<file path="config.mk">
export PLATFORM = sky130hd
export DESIGN_NAME = lms_adapt_ctrl
export DESIGN_NICKNAME = d
export VERILOG_FILES = /design/src/rtl/lms_ctrl_pkg.sv /design/src/rtl/lms_err_avg.sv /design/src/rtl/lms_adapt_ctrl.sv
export SDC_FILE = /design/constraint.sdc
export NUM_CORES = 1
export LEC_CHECK = 0
export BUFFER_PORTS_ARGS = -buffer_cell sky130_fd_sc_hd__buf_2
export CAP_MARGIN = 25
export CORE_AREA = 2 2 143 103
export CTS_CLUSTER_SIZE = 16
export DETAILED_ROUTE_END_ITERATION = 12
export DIE_AREA = 0 0 145 105
export GPL_ROUTABILITY_DRIVEN = 0
export GPL_TIMING_DRIVEN = 0
export HOLD_SLACK_MARGIN = 0.1
export SKIP_LAST_GASP = 1
export SLEW_MARGIN = 10
export SYNTH_ARGS = -nofsm -noshare
export SYNTH_HDL_FRONTEND = slang
export SYNTH_HIERARCHICAL = 1
export SYNTH_SLANG_ARGS = --single-unit
</file>
<file path="constraint.sdc">
create_clock -name clk -period 3.7 [get_ports clk]
set_input_delay 0.74 -clock clk [delete_from_list [all_inputs] [get_ports clk]]
set_output_delay 0.74 -clock clk [all_outputs]
set_load 0.05 [all_outputs]
</file>
<file path="src/rtl/lms_ctrl_pkg.sv">
// rtl/lms_ctrl_pkg.sv - state encodings and default widths/step sizes for the LMS adaptation controller
package lms_ctrl_pkg;

    localparam int ERR_WIDTH_DEF      = 14;
    localparam int MU_SHIFT_TRAIN_DEF = 4;
    localparam int MU_SHIFT_TRACK_DEF = 8;

    typedef enum logic [2:0] {
        ST_IDLE   = 3'd0,
        ST_CLEAR  = 3'd1,
        ST_TRAIN  = 3'd2,
        ST_TRACK  = 3'd3,
        ST_FREEZE = 3'd4
    } lms_state_t;

    // States in which sample strobes advance the datapath
    function automatic logic is_active(input lms_state_t s);
        return (s == ST_TRAIN) || (s == ST_TRACK) || (s == ST_FREEZE);
    endfunction

endpackage

</file>
<file path="src/rtl/lms_err_avg.sv">
// rtl/lms_err_avg.sv - saturating |err| and leaky average with 2^AVG_SHIFT sample time constant
module lms_err_avg
    import lms_ctrl_pkg::*;
#(
    parameter int ERR_WIDTH = ERR_WIDTH_DEF,
    parameter int AVG_SHIFT = 4
) (
    input  logic                 clk,
    input  logic                 rst,
    input  logic                 clr,
    input  logic                 upd,
    input  logic [ERR_WIDTH-1:0] err,
    output logic [ERR_WIDTH-2:0] err_avg
);

    localparam int AW   = ERR_WIDTH - 1;
    localparam int ACCW = AW + AVG_SHIFT;

    logic [ERR_WIDTH-1:0] neg_err;
    logic [AW-1:0]        abs_err;
    logic [ACCW-1:0]      acc;
    logic [ACCW-1:0]      acc_nxt;

    assign neg_err = -err;

    // Only the most negative code negates back to a set sign bit; clamp it to full scale
    always_comb begin
        abs_err = err[AW-1:0];
        if (err[ERR_WIDTH-1]) begin
            abs_err = neg_err[ERR_WIDTH-1] ? {AW{1'b1}} : neg_err[AW-1:0];
        end
    end

    assign acc_nxt = acc - (acc >> AVG_SHIFT) + {{AVG_SHIFT{1'b0}}, abs_err};

    always_ff @(posedge clk or posedge rst) begin
        if (rst) begin
            acc <= '0;
        end else if (clr) begin
            acc <= '0;
        end else if (upd) begin
            acc <= acc_nxt;
        end
    end

    assign err_avg = acc[ACCW-1:AVG_SHIFT];

endmodule

</file>
<file path="src/rtl/lms_adapt_ctrl.sv">
// rtl/lms_adapt_ctrl.sv - LMS canceller sequencer: clear, train, track, freeze; divergence restart under LMS_DIVERGE_DET_EN
module lms_adapt_ctrl
    import lms_ctrl_pkg::*;
#(
    parameter int ERR_WIDTH      = ERR_WIDTH_DEF,
    parameter int CLR_CYCLES     = 8,
    parameter int TRAIN_LEN      = 1024,
    parameter int MU_SHIFT_TRAIN = MU_SHIFT_TRAIN_DEF,
    parameter int MU_SHIFT_TRACK = MU_SHIFT_TRACK_DEF,
    parameter int AVG_SHIFT      = 4,
    parameter int LOCK_CNT       = 64,
    parameter int DIVERGE_THR    = 4096,
    parameter int DIVERGE_CNT    = 32
) (
    input  logic                 clk,
    input  logic                 rst,
    input  logic                 start,
    input  logic                 stop,
    input  logic                 sample_valid,
    input  logic [ERR_WIDTH-1:0] err,
    input  logic [ERR_WIDTH-2:0] lock_thr,
    input  logic [ERR_WIDTH-2:0] unlock_thr,
    output logic                 dp_clear,
    output logic                 dp_en,
    output logic                 adapt_en,
    output logic [3:0]           mu_shift,
    output logic [ERR_WIDTH-2:0] err_avg,
    output logic                 locked,
    output logic                 diverged,
    output logic [2:0]           state
);

    localparam int AW = ERR_WIDTH - 1;
    localparam int CW = $clog2(CLR_CYCLES + 1);
    localparam int SW = $clog2(TRAIN_LEN + 1);
    localparam int LW = $clog2(LOCK_CNT + 1);

    localparam logic [CW-1:0] CLR_LAST    = CW'(CLR_CYCLES - 1);
    localparam logic [SW-1:0] TRAIN_LEN_C = SW'(TRAIN_LEN);
    localparam logic [LW-1:0] LOCK_CNT_C  = LW'(LOCK_CNT);
    localparam logic [3:0]    MU_TRAIN_C  = 4'(MU_SHIFT_TRAIN);
    localparam logic [3:0]    MU_TRACK_C  = 4'(MU_SHIFT_TRACK);

    lms_state_t    state_q, state_nxt;
    logic [CW-1:0] clr_cnt, clr_cnt_nxt;
    logic [SW-1:0] smp_cnt, smp_cnt_nxt;
    logic [LW-1:0] lock_cnt, lock_cnt_nxt;
    logic          dp_clear_nxt, dp_en_nxt, adapt_en_nxt, locked_nxt;
    logic [3:0]    mu_nxt;
    logic          avg_clr, avg_upd;

`ifdef LMS_DIVERGE_DET_EN
    localparam int            DW          = $clog2(DIVERGE_CNT + 1);
    localparam logic [DW-1:0] DIV_CNT_C   = DW'(DIVERGE_CNT);
    localparam logic [AW-1:0] DIV_THR_C   = AW'(DIVERGE_THR);
    logic [DW-1:0] div_cnt, div_cnt_nxt;
    logic          diverged_q, diverged_nxt;
`endif

    assign state   = state_q;
    assign avg_clr = (state_q == ST_CLEAR);
    assign avg_upd = sample_valid && is_active(state_q) && !stop;

    lms_err_avg #(
        .ERR_WIDTH (ERR_WIDTH),
        .AVG_SHIFT (AVG_SHIFT)
    ) u_err_avg (
        .clk     (clk),
        .rst     (rst),
        .clr     (avg_clr),
        .upd     (avg_upd),
        .err     (err),
        .err_avg (err_avg)
    );

    // dp_en doubles as the "err_avg was just refreshed" marker, so threshold decisions land one clock after it
    always_comb begin
        state_nxt    = state_q;
        clr_cnt_nxt  = clr_cnt;
        smp_cnt_nxt  = smp_cnt;
        lock_cnt_nxt = lock_cnt;
        dp_clear_nxt = 1'b0;
        dp_en_nxt    = 1'b0;
        adapt_en_nxt = adapt_en;
        mu_nxt       = mu_shift;
        locked_nxt   = locked;
`ifdef LMS_DIVERGE_DET_EN
        div_cnt_nxt  = div_cnt;
        diverged_nxt = 1'b0;
`endif
        if (stop && state_q != ST_IDLE) begin
            state_nxt    = ST_IDLE;
            adapt_en_nxt = 1'b0;
            locked_nxt   = 1'b0;
        end else begin
            case (state_q)
                ST_IDLE: begin
                    adapt_en_nxt = 1'b0;
                    if (start && !stop) begin
                        state_nxt    = ST_CLEAR;
                        dp_clear_nxt = 1'b1;
                        clr_cnt_nxt  = '0;
                    end
                end
                ST_CLEAR: begin
                    dp_clear_nxt = 1'b1;
                    clr_cnt_nxt  = clr_cnt + 1'b1;
                    smp_cnt_nxt  = '0;
                    lock_cnt_nxt = '0;
                    adapt_en_nxt = 1'b0;
                    locked_nxt   = 1'b0;
`ifdef LMS_DIVERGE_DET_EN
                    div_cnt_nxt  = '0;
`endif
                    if (clr_cnt == CLR_LAST) begin
                        state_nxt    = ST_TRAIN;
                        dp_clear_nxt = 1'b0;
                    end
                end
                default: begin
                    if (sample_valid) begin
                        dp_en_nxt    = 1'b1;
                        adapt_en_nxt = (state_q != ST_FREEZE);
                        mu_nxt       = (state_q == ST_TRAIN) ? MU_TRAIN_C : MU_TRACK_C;
                        if (smp_cnt != TRAIN_LEN_C) begin
                            smp_cnt_nxt = smp_cnt + 1'b1;
                        end
                    end
                    if (dp_en) begin
                        if (state_q == ST_TRAIN) begin
                            if (smp_cnt == TRAIN_LEN_C) begin
                                state_nxt = ST_TRACK;
                            end
                        end else if (state_q == ST_TRACK) begin
                            if (err_avg < lock_thr) begin
                                lock_cnt_nxt = lock_cnt + 1'b1;
                                if (lock_cnt_nxt == LOCK_CNT_C) begin
                                    state_nxt  = ST_FREEZE;
                                    locked_nxt = 1'b1;
                                end
                            end else begin
                                lock_cnt_nxt = '0;
                            end
                        end else if (err_avg > unlock_thr) begin
                            state_nxt    = ST_TRACK;
                            locked_nxt   = 1'b0;
                            lock_cnt_nxt = '0;
                        end
`ifdef LMS_DIVERGE_DET_EN
                        if (state_q != ST_TRAIN) begin
                            div_cnt_nxt = (err_avg >= DIV_THR_C) ? div_cnt + 1'b1 : '0;
                            if (div_cnt_nxt == DIV_CNT_C) begin
                                state_nxt    = ST_CLEAR;
                                dp_clear_nxt = 1'b1;
                                clr_cnt_nxt  = '0;
                                locked_nxt   = 1'b0;
                                diverged_nxt = 1'b1;
                            end
                        end
`endif
                    end
                end
            endcase
        end
    end

    always_ff @(posedge clk or posedge rst) begin
        if (rst) begin
            state_q  <= ST_IDLE;
            clr_cnt  <= '0;
            smp_cnt  <= '0;
            lock_cnt <= '0;
            dp_clear <= 1'b0;
            dp_en    <= 1'b0;
            adapt_en <= 1'b0;
            mu_shift <= MU_TRACK_C;
            locked   <= 1'b0;
        end else begin
            state_q  <= state_nxt;
            clr_cnt  <= clr_cnt_nxt;
            smp_cnt  <= smp_cnt_nxt;
            lock_cnt <= lock_cnt_nxt;
            dp_clear <= dp_clear_nxt;
            dp_en    <= dp_en_nxt;
            adapt_en <= adapt_en_nxt;
            mu_shift <= mu_nxt;
            locked   <= locked_nxt;
        end
    end

`ifdef LMS_DIVERGE_DET_EN
    always_ff @(posedge clk or posedge rst) begin
        if (rst) begin
            div_cnt    <= '0;
            diverged_q <= 1'b0;
        end else begin
            div_cnt    <= div_cnt_nxt;
            diverged_q <= diverged_nxt;
        end
    end

    assign diverged = diverged_q;
`else
    logic unused_div_cfg;
    assign unused_div_cfg = (DIVERGE_THR > 0) && (DIVERGE_CNT > 0);
    assign diverged       = 1'b0;
`endif

endmodule

</file>
# == Yosys cells after proc, flatten, opt, wreduce, memory -nomap -nowiden ==
# Index checks and enable logic that the tools add are counted.
# totals
regBits,50
output_inout_bits,25
word_cells,113
# classes
magnitude_cmp,2
addsub,6
n_reduce_logical,27
n_eq_ne,20
muxes,45
bitwise_logic,3
# op_table
operator,count
two-way mux 7 bit,5
two-way mux 17 bit,2
two-way mux 3 bit,10
two-way mux 13 bit,2
two-way mux 11 bit,2
case mux 11 bit (2 select lines),1
adder 17 x 13 -> 17 bit,1
subtractor 17 x 13 -> 17 bit,1
two-way mux 1 bit,16
negation 14 bit,1
case mux 7 bit (2 select lines),1
> comparator 13 bit,1
less-than comparator 13 bit,1
!= test 6 x 3 -> 1 bit (second input constant),2
nonzero test 3 bit,4
adder 11 x 1 -> 11 bit (second input constant),1
equality test 11 bit (second input constant),1
!= test 11 bit (second input constant),1
nonzero test 2 bit,5
two-way mux 4 bit,2
!= test 4 x 2 -> 1 bit (second input constant),2
case mux 4 bit (2 select lines),1
nonzero test 4 bit,2
adder 7 x 1 -> 7 bit (second input constant),1
other kinds (25),37

# == Longest topological paths before layout ==
# Gate-level depths: netlist of run 1.
# logic_depth
ltp_word,9
depth_mapped,15
mapped_depth_nobuf,14

# == Modules after synthesis ==
# Netlist of run 1, hierarchy kept.
# modules_own_cells
module,n_inst,cells_per_inst,area_per_inst_um2,seq_area_each_um2
lms_adapt_ctrl,1,285,2442.3,777.0
lms_err_avg,1,269,2297.2,425.4

# == Worst setup path before layout of run 1 ==
# OpenSTA, ideal clock, no wires.
# synth_path
kind,input to register
start,input err[6]
end,register u_err_avg.acc[16]
t_required_ns,3.575
arrival_time_ns,3.767
slack_ns,-0.192
cell_stages,13
cell_sequence,nor3_1 nand2_1 nor3_1 nand3_1 o211ai_1 fa_1 fa_1 a211oi_2 o21ai_2 a211o_1 a21oi_1 and3b_1 mux2_4
# synth_between
elab_chain_len,6
# synth_rtl
item,line_no,source
start: declaration,lms_adapt_ctrl.sv:20,"input logic [ERR_WIDTH-1:0] err,"
negation 14 bit,lms_err_avg.sv:24,assign neg_err = -err;
two-way mux 13 bit,lms_err_avg.sv:30,abs_err = neg_err[ERR_WIDTH-1] ? {AW{1'b1}} : neg_err[AW-1:0];
two-way mux 13 bit *,lms_err_avg.sv:29,if (err[ERR_WIDTH-1]) begin
adder 17 x 13 -> 17 bit *,lms_err_avg.sv:34,"assign acc_nxt = acc - (acc >> AVG_SHIFT) + {{AVG_SHIFT{1'b0}}, abs_err};"
two-way mux 17 bit *,lms_err_avg.sv:41,end else if (upd) begin
two-way mux 17 bit *,lms_err_avg.sv:39,end else if (clr) begin
end signal: assignment,lms_err_avg.sv:42,acc <= acc_nxt;
end: declaration,lms_err_avg.sv:21,logic [ACCW-1:0] acc;
# Every way passes the cells marked *; elsewhere a longest branch is shown, timed or not. The select of a mux whose other input is x is not followed.
# A chain may end at the register's enable or synchronous reset.

# == Final worst setup path of run 1 ==
# layout_path
start,input err[2]
end,register u_err_avg.acc[16]
# The elaborated chain is that of the path after synthesis.

==> key figures, run 1 <==
Placement
  – DP HPWL: 10.3 mm
  – PortBufs: 65
  – Setup slack at placement: -0.519 ns
  – Post-DP Area: 5360 µm²

Synthesis
  – Gate Count Post-Synth: 554
  – EDFF count, synth: 0
  – Register area share after synthesis: 0.254
  – Main synth FF type: dfrtp_1
  – Library cells used by synthesis: 79
  – Seq cells post-synth: 48
  – Ys async rst share: 1.00
  – Mapped Area: 4740 µm²
  – Syn Area/Cell: 8.56 µm²
  – Yosys warnings: 6

Layout
  – Layout net count: 743
  – Final core area utilization: 0.428
  – Commonest non-fill, non-tap cell in the layout: buf_2
  – Fin area: 5880 µm²
  – Area added between synthesis and finish: 24.0%
  – Ant diodes: 0
  – Layout cells sized above 1: 0.255
  – Most frequent cells in the layout: buf_2 (62), inv_1 (58), nor2_1 (47), dfrtp_1 (47), ha_1 (41)

Clocking
  – Num CTS Buffers: 5
  – Max clock buf depth: 2
  – Root Buffer: clkbuf_16
  – Worst skew pair latency: 0.29 ns
  – H-tree depth: 2
  – CTS tree: yes
  – Reg clk slew, reported paths: 0.06 ns
  – Hold-fix buffers, CTS: 0
  – Sink Count: 48

Timing
  – Setup ws final: -0.0239 ns
  – Slew @ Worst Pin: 0.812 ns
  – Relative slew margins: 0.459
  – Post-route clock period utilization: 1.01
  – Hold slack: 0.494 ns
  – Final min period: 3.72 ns
  – Unrepaired setup endpoints after global routing: yes
  – Final Hold Fails: 0
  – Setup Viol. Count Final: 1
  – Maximum clock frequency: 269 MHz
  – Max Slew Vio Count: 0
  – Worst clock skew: 0.00712 ns

Die
  – Die area: 15200 µm²
  – I/O pins: 70
  – Die span in y: 105 µm
  – # rows: 36
  – Die X: 145 µm
  – CORE AREA: 13700 µm²
  – Starting Density: 0.345

Min path
  – Hold path depth: 2
  – HP Class: reg -> reg

Critical path
  – Worst reg-to-reg path cell count: 10
  – Required @ worst endpoint: 3.88 ns
  – Worst Path Arrival: 3.90 ns
  – CP Max Fanout: 4
  – Critical Path Start Type: input port
  – CP endpoint kind: flop
  – Critical path type: in -> reg

GRT
  – Vias in the first global route: 4142
  – Met1 Track Usage GR: 0.263
  – First-pass GRT wire length: 21.3 mm
  – Global-route met3 utilization: 0.0336
  – Initial antenna violation count: 0
  – GRT Util Overall: 0.173
  – Overflow after GRT: 0
  – Largest net degree at the start of global routing: 20
  – Met2 GRT Util: 0.250
  – GRT busiest layer: met1

Route
  – 1st-pass router iterations: 4
  – Detailed-route via count: 4242
  – Wirelength per Cell: 15.7 µm
  – DR vias/cell: 5.12
  – DRT iter0 DRCs: 257
  – Post-DRT Antenna Nets: 0
  – DRC viols: 0
  – Routed wire length: 13.0 mm

Status
  – Outcome: complete, but fails checks
  – Failing checks: setup timing

Power
  – LEAKAGE: 0.00277 µW
  – PwrDens: 1000 nW/µm²
  – Max VDD drop: 0.577 mV
  – Total chip power: 5890 µW

Job
  – Max-cap violations: 0
## routing by layer
layer,vias up,wire (µm)
met2,102,5440
met3,14,528
li1,2108,-
met1,2018,6900
met5,-,0
met4,0,140
## worst max-delay path: stages
cell      delay (ns)
buf_2           0.13
nor2_4          0.12
nand3_4         0.11
nor3_4          0.28
nand3_4         0.15
o211ai_1        0.16
fa_1            0.49
fa_2            0.40
a211oi_2        0.26
o21ai_2         0.12
a211o_1         0.31
a21oi_2         0.13
and3b_2         0.22
mux2_4          0.29
## cells in the mapped netlist, types with 3 or more instances
cell / n / area [µm²]
buf_2: 4 / 20.0
buf_6: 3 / 33.8
mux2i_1: 8 / 80.1
xor2_1: 18 / 158
o41ai_1: 3 / 26.3
and2_1: 3 / 18.8
nor2_1: 50 / 188
a21o_1: 6 / 45.0
a21oi_1: 25 / 125
o21ai_0: 23 / 115
nor2b_1: 8 / 50.1
o211ai_1: 3 / 22.5
a31oi_1: 4 / 25.0
nand3_1: 16 / 80.1
and3_1: 8 / 50.1
nand2b_1: 7 / 43.8
clkbuf_1: 8 / 30.0
o31ai_1: 7 / 52.6
nand4_1: 12 / 75.1
inv_1: 60 / 225
or2_2: 3 / 18.8
nor4_1: 4 / 25.0
dfrtp_1: 47 / 1180
buf_4: 16 / 120
nor3_1: 11 / 55.1
a22o_1: 8 / 70.1
fa_1: 13 / 260
ha_1: 47 / 588
nand4b_1: 3 / 26.3
xnor2_1: 13 / 114
o21ai_1: 5 / 25.0
nand2_1: 44 / 165
a211oi_1: 9 / 67.6
## per-stage QoR
stage	cells	setup TNS, ns
finish	828	-0.0239
global route	828	-0.345
CTS	821	0
detailed placement	812	-3.33
global placement	811	-2.24
floorplan	556	0
## registers in the layout, summed over array words and instances (netlist names), 2 cells and up
name,count
mu_shift,2
smp_cnt,11
state,3
u_err_avg/acc,17
lock_cnt,7
clr_cnt,4
## cell type report
type / instances / area [µm²]
flip-flops and latches: 48 / 1200
fillers: 1394 / 7860
clock inverters: 2 / 60.1
plain buffers: 31 / 214
well taps: 190 / 238
repair buffers: 77 / 484
inverters: 61 / 229
multi-input cells: 414 / 3330
clock buffers: 5 / 125
## timing repair
action	in CTS	in global routing
cloned	0	1
endpoints found under the setup margin	6	8
pin swaps	12	26
resized for setup	16	43
endpoints found under the hold margin	0	0
setup buffers	3	7
## report_power, final
part,internal [µW],switching (µW)
Combinational,1870,2560
Sequential,668,199
Clock,384,202
## cells by family after synthesis
group / count (synthesis) / synth area share
compound gates: 128 / 0.199
xor+xnor: 31 / 0.0573
fa+ha+maj: 60 / 0.179
buf+inv: 94 / 0.0929
flops: 48 / 0.254
mux: 11 / 0.0248
other cells: 1 / 0.000791
simple gates: 181 / 0.192
## worst paths after layout
path                       slack (ns)                             to                         start
setup / recovery                -0.02  u_err_avg/acc[16]$_DFFE_PP0P_                        err[2]
hold / removal                   0.49        mu_shift[3]$_DFFE_PP1P_       mu_shift[3]$_DFFE_PP1P_
setup reg to reg                 0.79  u_err_avg/acc[16]$_DFFE_PP0P_  u_err_avg/acc[4]$_DFFE_PP0P_
hold reg to reg                  0.49        mu_shift[3]$_DFFE_PP1P_       mu_shift[3]$_DFFE_PP1P_
max in group asynchronous        2.67        lock_cnt[2]$_DFFE_PP0P_                           rst
min in group asynchronous        0.52         smp_cnt[5]$_DFFE_PP0P_                           rst
Power figures use the tool's default switching activity.
==> run 2, diff against run 1 <==
Settings changed: ABC_AREA set to 1, BUFFER_PORTS_ARGS -buffer_cell sky130_fd_sc_hd__buf_2 to not set, CORE_AREA 2 2 143 103 to 2 2 147 106, DIE_AREA 0 0 145 105 to 0 0 149 108, DONT_BUFFER_PORTS set to 1.
==> run 2 against run 1 <==
The run now ends clean. Critical path type unchanged. Clock skew up 0.0074 ns. Critical path depth up 4. Critical endpoint is now u_err_avg/acc[15]$_DFFE_PP0P_. Maximum frequency up 14%. Via count up 6.1%. Die area up 5.7%. Utilization down 4.9 points. Count of clock-buffer cells in the layout unchanged. Cell area down 6.4%.
==> key figures, run 2 <==
Layout
  – Biggest register: u_err_avg/acc (unchanged)
  – Biggest regs: u_err_avg/acc x17, smp_cnt x11, lock_cnt x7 (unchanged)
  – Layout cells sized above 1: 0.0973 (was 0.255)
  – Layout net count: 875 (was 743)
  – Commonest non-fill, non-tap cell in the layout: nand2_1 (was buf_2)
  – Post-Layout Cell Count: 966 (was 828)
  – Area added between synthesis and finish: 8.36% (was 24.0%)
  – Largest register FFs: 17 (unchanged)
  – Most frequent cells in the layout: nand2_1 (236), inv_1 (144), nand3_1 (53) (was buf_2 (62), inv_1 (58), nor2_1 (47), dfrtp_1 (47), ha_1 (41))
  – Final core area utilization: 0.378 (was 0.428)
  – Ant diodes: 0 (unchanged)
  – Fill cells: 1563 (was 1394)

Timing
  – Post-route clock period utilization: 0.883 (was 1.01)
  – Setup Viol. Count Final: 0 (was 1)
  – Max Slew Vio Count: 0 (unchanged)
  – Maximum clock frequency: 306 MHz (was 269 MHz)
  – Post-Route Setup TNS: 0 ns (was -0.0239 ns)
  – Worst clock skew: 0.0145 ns (was 0.00712 ns)
  – Setup ws final: 0.434 ns (was -0.0239 ns)
  – Hold slack: 0.419 ns (was 0.494 ns)
  – Unrepaired setup endpoints after global routing: no (was yes)
  – Final min period: 3.27 ns (was 3.72 ns)
  – Final Hold Fails: 0 (unchanged)
  – Slew @ Worst Pin: 0.704 ns (was 0.812 ns)
  – Relative slew margins: 0.530 (was 0.459)

Clocking
  – Setup Buffers After CTS: 0 (was 3)
  – Sink Count: 48 (unchanged)
  – Root Buffer: clkbuf_16 (unchanged)
  – CTS tree: yes (unchanged)
  – Reg clk slew, reported paths: 0.08 ns (was 0.06 ns)
  – Max clock buf depth: 2 (unchanged)
  – Post_cts resized: 0 (was 16)
  – H-tree depth: 2 (unchanged)
  – Hold-fix buffers, CTS: 0 (unchanged)
  – Num CTS Buffers: 5 (unchanged)
  – Worst skew pair latency: 0.30 ns (was 0.29 ns)

Synthesis
  – Yosys warnings: 6 (unchanged)
  – Synth area leader: dfrtp_1 (unchanged)
  – Ys async rst share: 1.00 (unchanged)
  – Register area share after synthesis: 0.237 (was 0.254)
  – Seq cells post-synth: 48 (unchanged)
  – Largest cells by area after synthesis: dfrtp_1 (23%), nand2_1 (17%), ha_1 (12%), inv_1 (11%), nand3_1 (5.2%) (was dfrtp_1 (25%), ha_1 (12%), fa_1 (5.5%), inv_1 (4.8%), nor2_1 (4.0%))
  – Main synth FF type: dfrtp_1 (unchanged)
  – Mapped Area: 5080 µm² (was 4740 µm²)
  – Library cells used by synthesis: 43 (was 79)
  – Area fraction of the dominant cell type after synthesis: 0.232 (was 0.248)
  – Gate Count Post-Synth: 761 (was 554)
  – Count leader, synth: nand2_1 (was inv_1)
  – EDFF count, synth: 0 (unchanged)
  – Most frequent cells after synthesis: nand2_1 (236), inv_1 (145), nand3_1 (53), nor2_1 (52) (was inv_1 (60), nor2_1 (50), dfrtp_1 (47), ha_1 (47), nand2_1 (44))
  – Syn Area/Cell: 6.67 µm² (was 8.56 µm²)

Placement
  – Inst Count DP: 958 (was 812)
  – PortBufs: 0 (was 65)
  – DP HPWL: 10.4 mm (was 10.3 mm)
  – Setup slack at placement: 0.127 ns (was -0.519 ns)

Route
  – Post-DRT Antenna Nets: 0 (unchanged)
  – Detailed-route via count: 4502 (was 4242)
  – Routed wire length: 12.8 mm (was 13.0 mm)
  – 1st-pass router iterations: 4 (unchanged)
  – DR vias/cell: 4.66 (was 5.12)
  – Wirelength per Cell: 13.2 µm (was 15.7 µm)
  – DRC viols: 0 (unchanged)
  – DRT iter0 DRCs: 307 (was 257)

GRT
  – Overflow after GRT: 0 (unchanged)
  – Initial antenna violation count: 0 (unchanged)
  – First-pass GRT wire length: 21.3 mm (unchanged)
  – Vias in the first global route: 4287 (was 4142)
  – Largest net degree at the start of global routing: 32 (was 20)
  – GRT Util Overall: 0.166 (was 0.173)

Critical path
  – R2R setup slack: 0.88 ns (was 0.79 ns)
  – Required @ worst endpoint: 3.89 ns (was 3.88 ns)
  – CP endpoint kind: flop (unchanged)
  – Worst Path Arrival: 3.45 ns (was 3.90 ns)
  – CP Max Fanout: 5 (was 4)
  – Critical path type: in -> reg (unchanged)
  – Critical Path Start Type: input port (unchanged)
  – Worst reg-to-reg path cell count: 10 (unchanged)

Min path
  – HP Class: in -> async (was reg -> reg)

Job
  – Max-cap violations: 0 (unchanged)

Die
  – Die X: 149 µm (was 145 µm)
  – CORE AREA: 14500 µm² (was 13700 µm²)
  – Die span in y: 108 µm (was 105 µm)
  – Starting Density: 0.349 (was 0.345)
  – I/O pins: 70 (unchanged)
  – # rows: 37 (was 36)
  – Die area: 16100 µm² (was 15200 µm²)

Power
  – LEAKAGE: 0.00303 µW (was 0.00277 µW)
  – Max VDD drop: 0.296 mV (was 0.577 mV)
  – PwrDens: 984 nW/µm² (was 1000 nW/µm²)

Status
  – Outcome: finished, final reports clean (was complete, but fails checks)
[run 2: changes by cell type after synthesis, sizes merged, moves of 6 or more]
cell	delta
nand2	+198
inv	+85
nor2	+9
mux2i	-8
nand3	+43
nand2b	-7
o31ai	-7
nor2b	-8
a21o	-6
a211oi	-10
xor2	-13
xnor2	-12
a22o	-6
and3	-8
[run 2: metrics by stage]
stage,power (µW),cell area (µm²)
after floorplan,4030,5080
after global placement,4810,5330
after detailed placement,4850,5330
after CTS,5410,5500
after global routing,6050,5500
final,5410,5500
[run 2: worst paths after layout]
check                                            start                            end
worst max-delay path                            err[0]  u_err_avg/acc[15]$_DFFE_PP0P_
worst min-delay path                               rst                dp_en$_DFF_PP0_
worst max register to register    state[0]$_DFFE_PP0P_  u_err_avg/acc[13]$_DFFE_PP0P_
worst min register to register  clr_cnt[2]$_DFFE_PP0P_         clr_cnt[2]$_DFFE_PP0P_
max in group asynchronous                          rst         clr_cnt[0]$_DFFE_PP0P_
min in group clk                clr_cnt[2]$_DFFE_PP0P_         clr_cnt[2]$_DFFE_PP0P_
[run 2: cells by family after synthesis]
| logic type | synth area share |
|---|---|
| fa+ha+maj | 0.167 |
| flops | 0.237 |
| xor+xnor | 0.0104 |
| compound gates | 0.0757 |
| other cells | 0.000739 |
| simple gates | 0.360 |
| mux | 0.00222 |
| buf+inv | 0.147 |
[run 2: where the power goes]
part	leakage [µW]	total (µW)	switching [µW]	internal (µW)
Sequential	0.000632	1060	340	719
Combinational	0.00232	3810	2500	1310
Clock	0.0000840	545	223	322
Total	0.00303	5410	3060	2350
[run 2: layout make-up]
cell class / instances / area [µm²] / share of cell area
plain buffers: 27 / 200 / 0.0364
inverters: 146 / 548 / 0.0996
multi-input cells: 542 / 3130 / 0.570
clock inverters: 3 / 47.5 / 0.00864
flip-flops and latches: 48 / 1200 / 0.219
clock buffers: 5 / 125 / 0.0227
well taps: 195 / 244 / 0.0444
[run 2: critical path, cell delays in order]
cell and delay, ns:
inv_1 0.08, ha_1 0.18, nand3_1 0.15, nor2_1 0.23, nand2_1 0.08, nand2_1 0.12, xor2_1 0.16, nand2_1 0.08
fa_1 0.43, ha_1 0.38, nand2_1 0.12, inv_1 0.06, nand2_1 0.06, nand2_1 0.08, a21oi_1 0.23, nand3_1 0.11
nand3_1 0.10, nand2_1 0.05
[run 2: routing by layer]
| metal | part of all wire | routed length (µm) | GRT usage |
|---|---|---|---|
| met5 | 0 | 0 | 0 |
| met4 | 0.0057 | 73 | 0.0252 |
| met3 | 0.057 | 726 | 0.0278 |
| met2 | 0.39 | 4960 | 0.246 |
| met1 | 0.55 | 7000 | 0.257 |
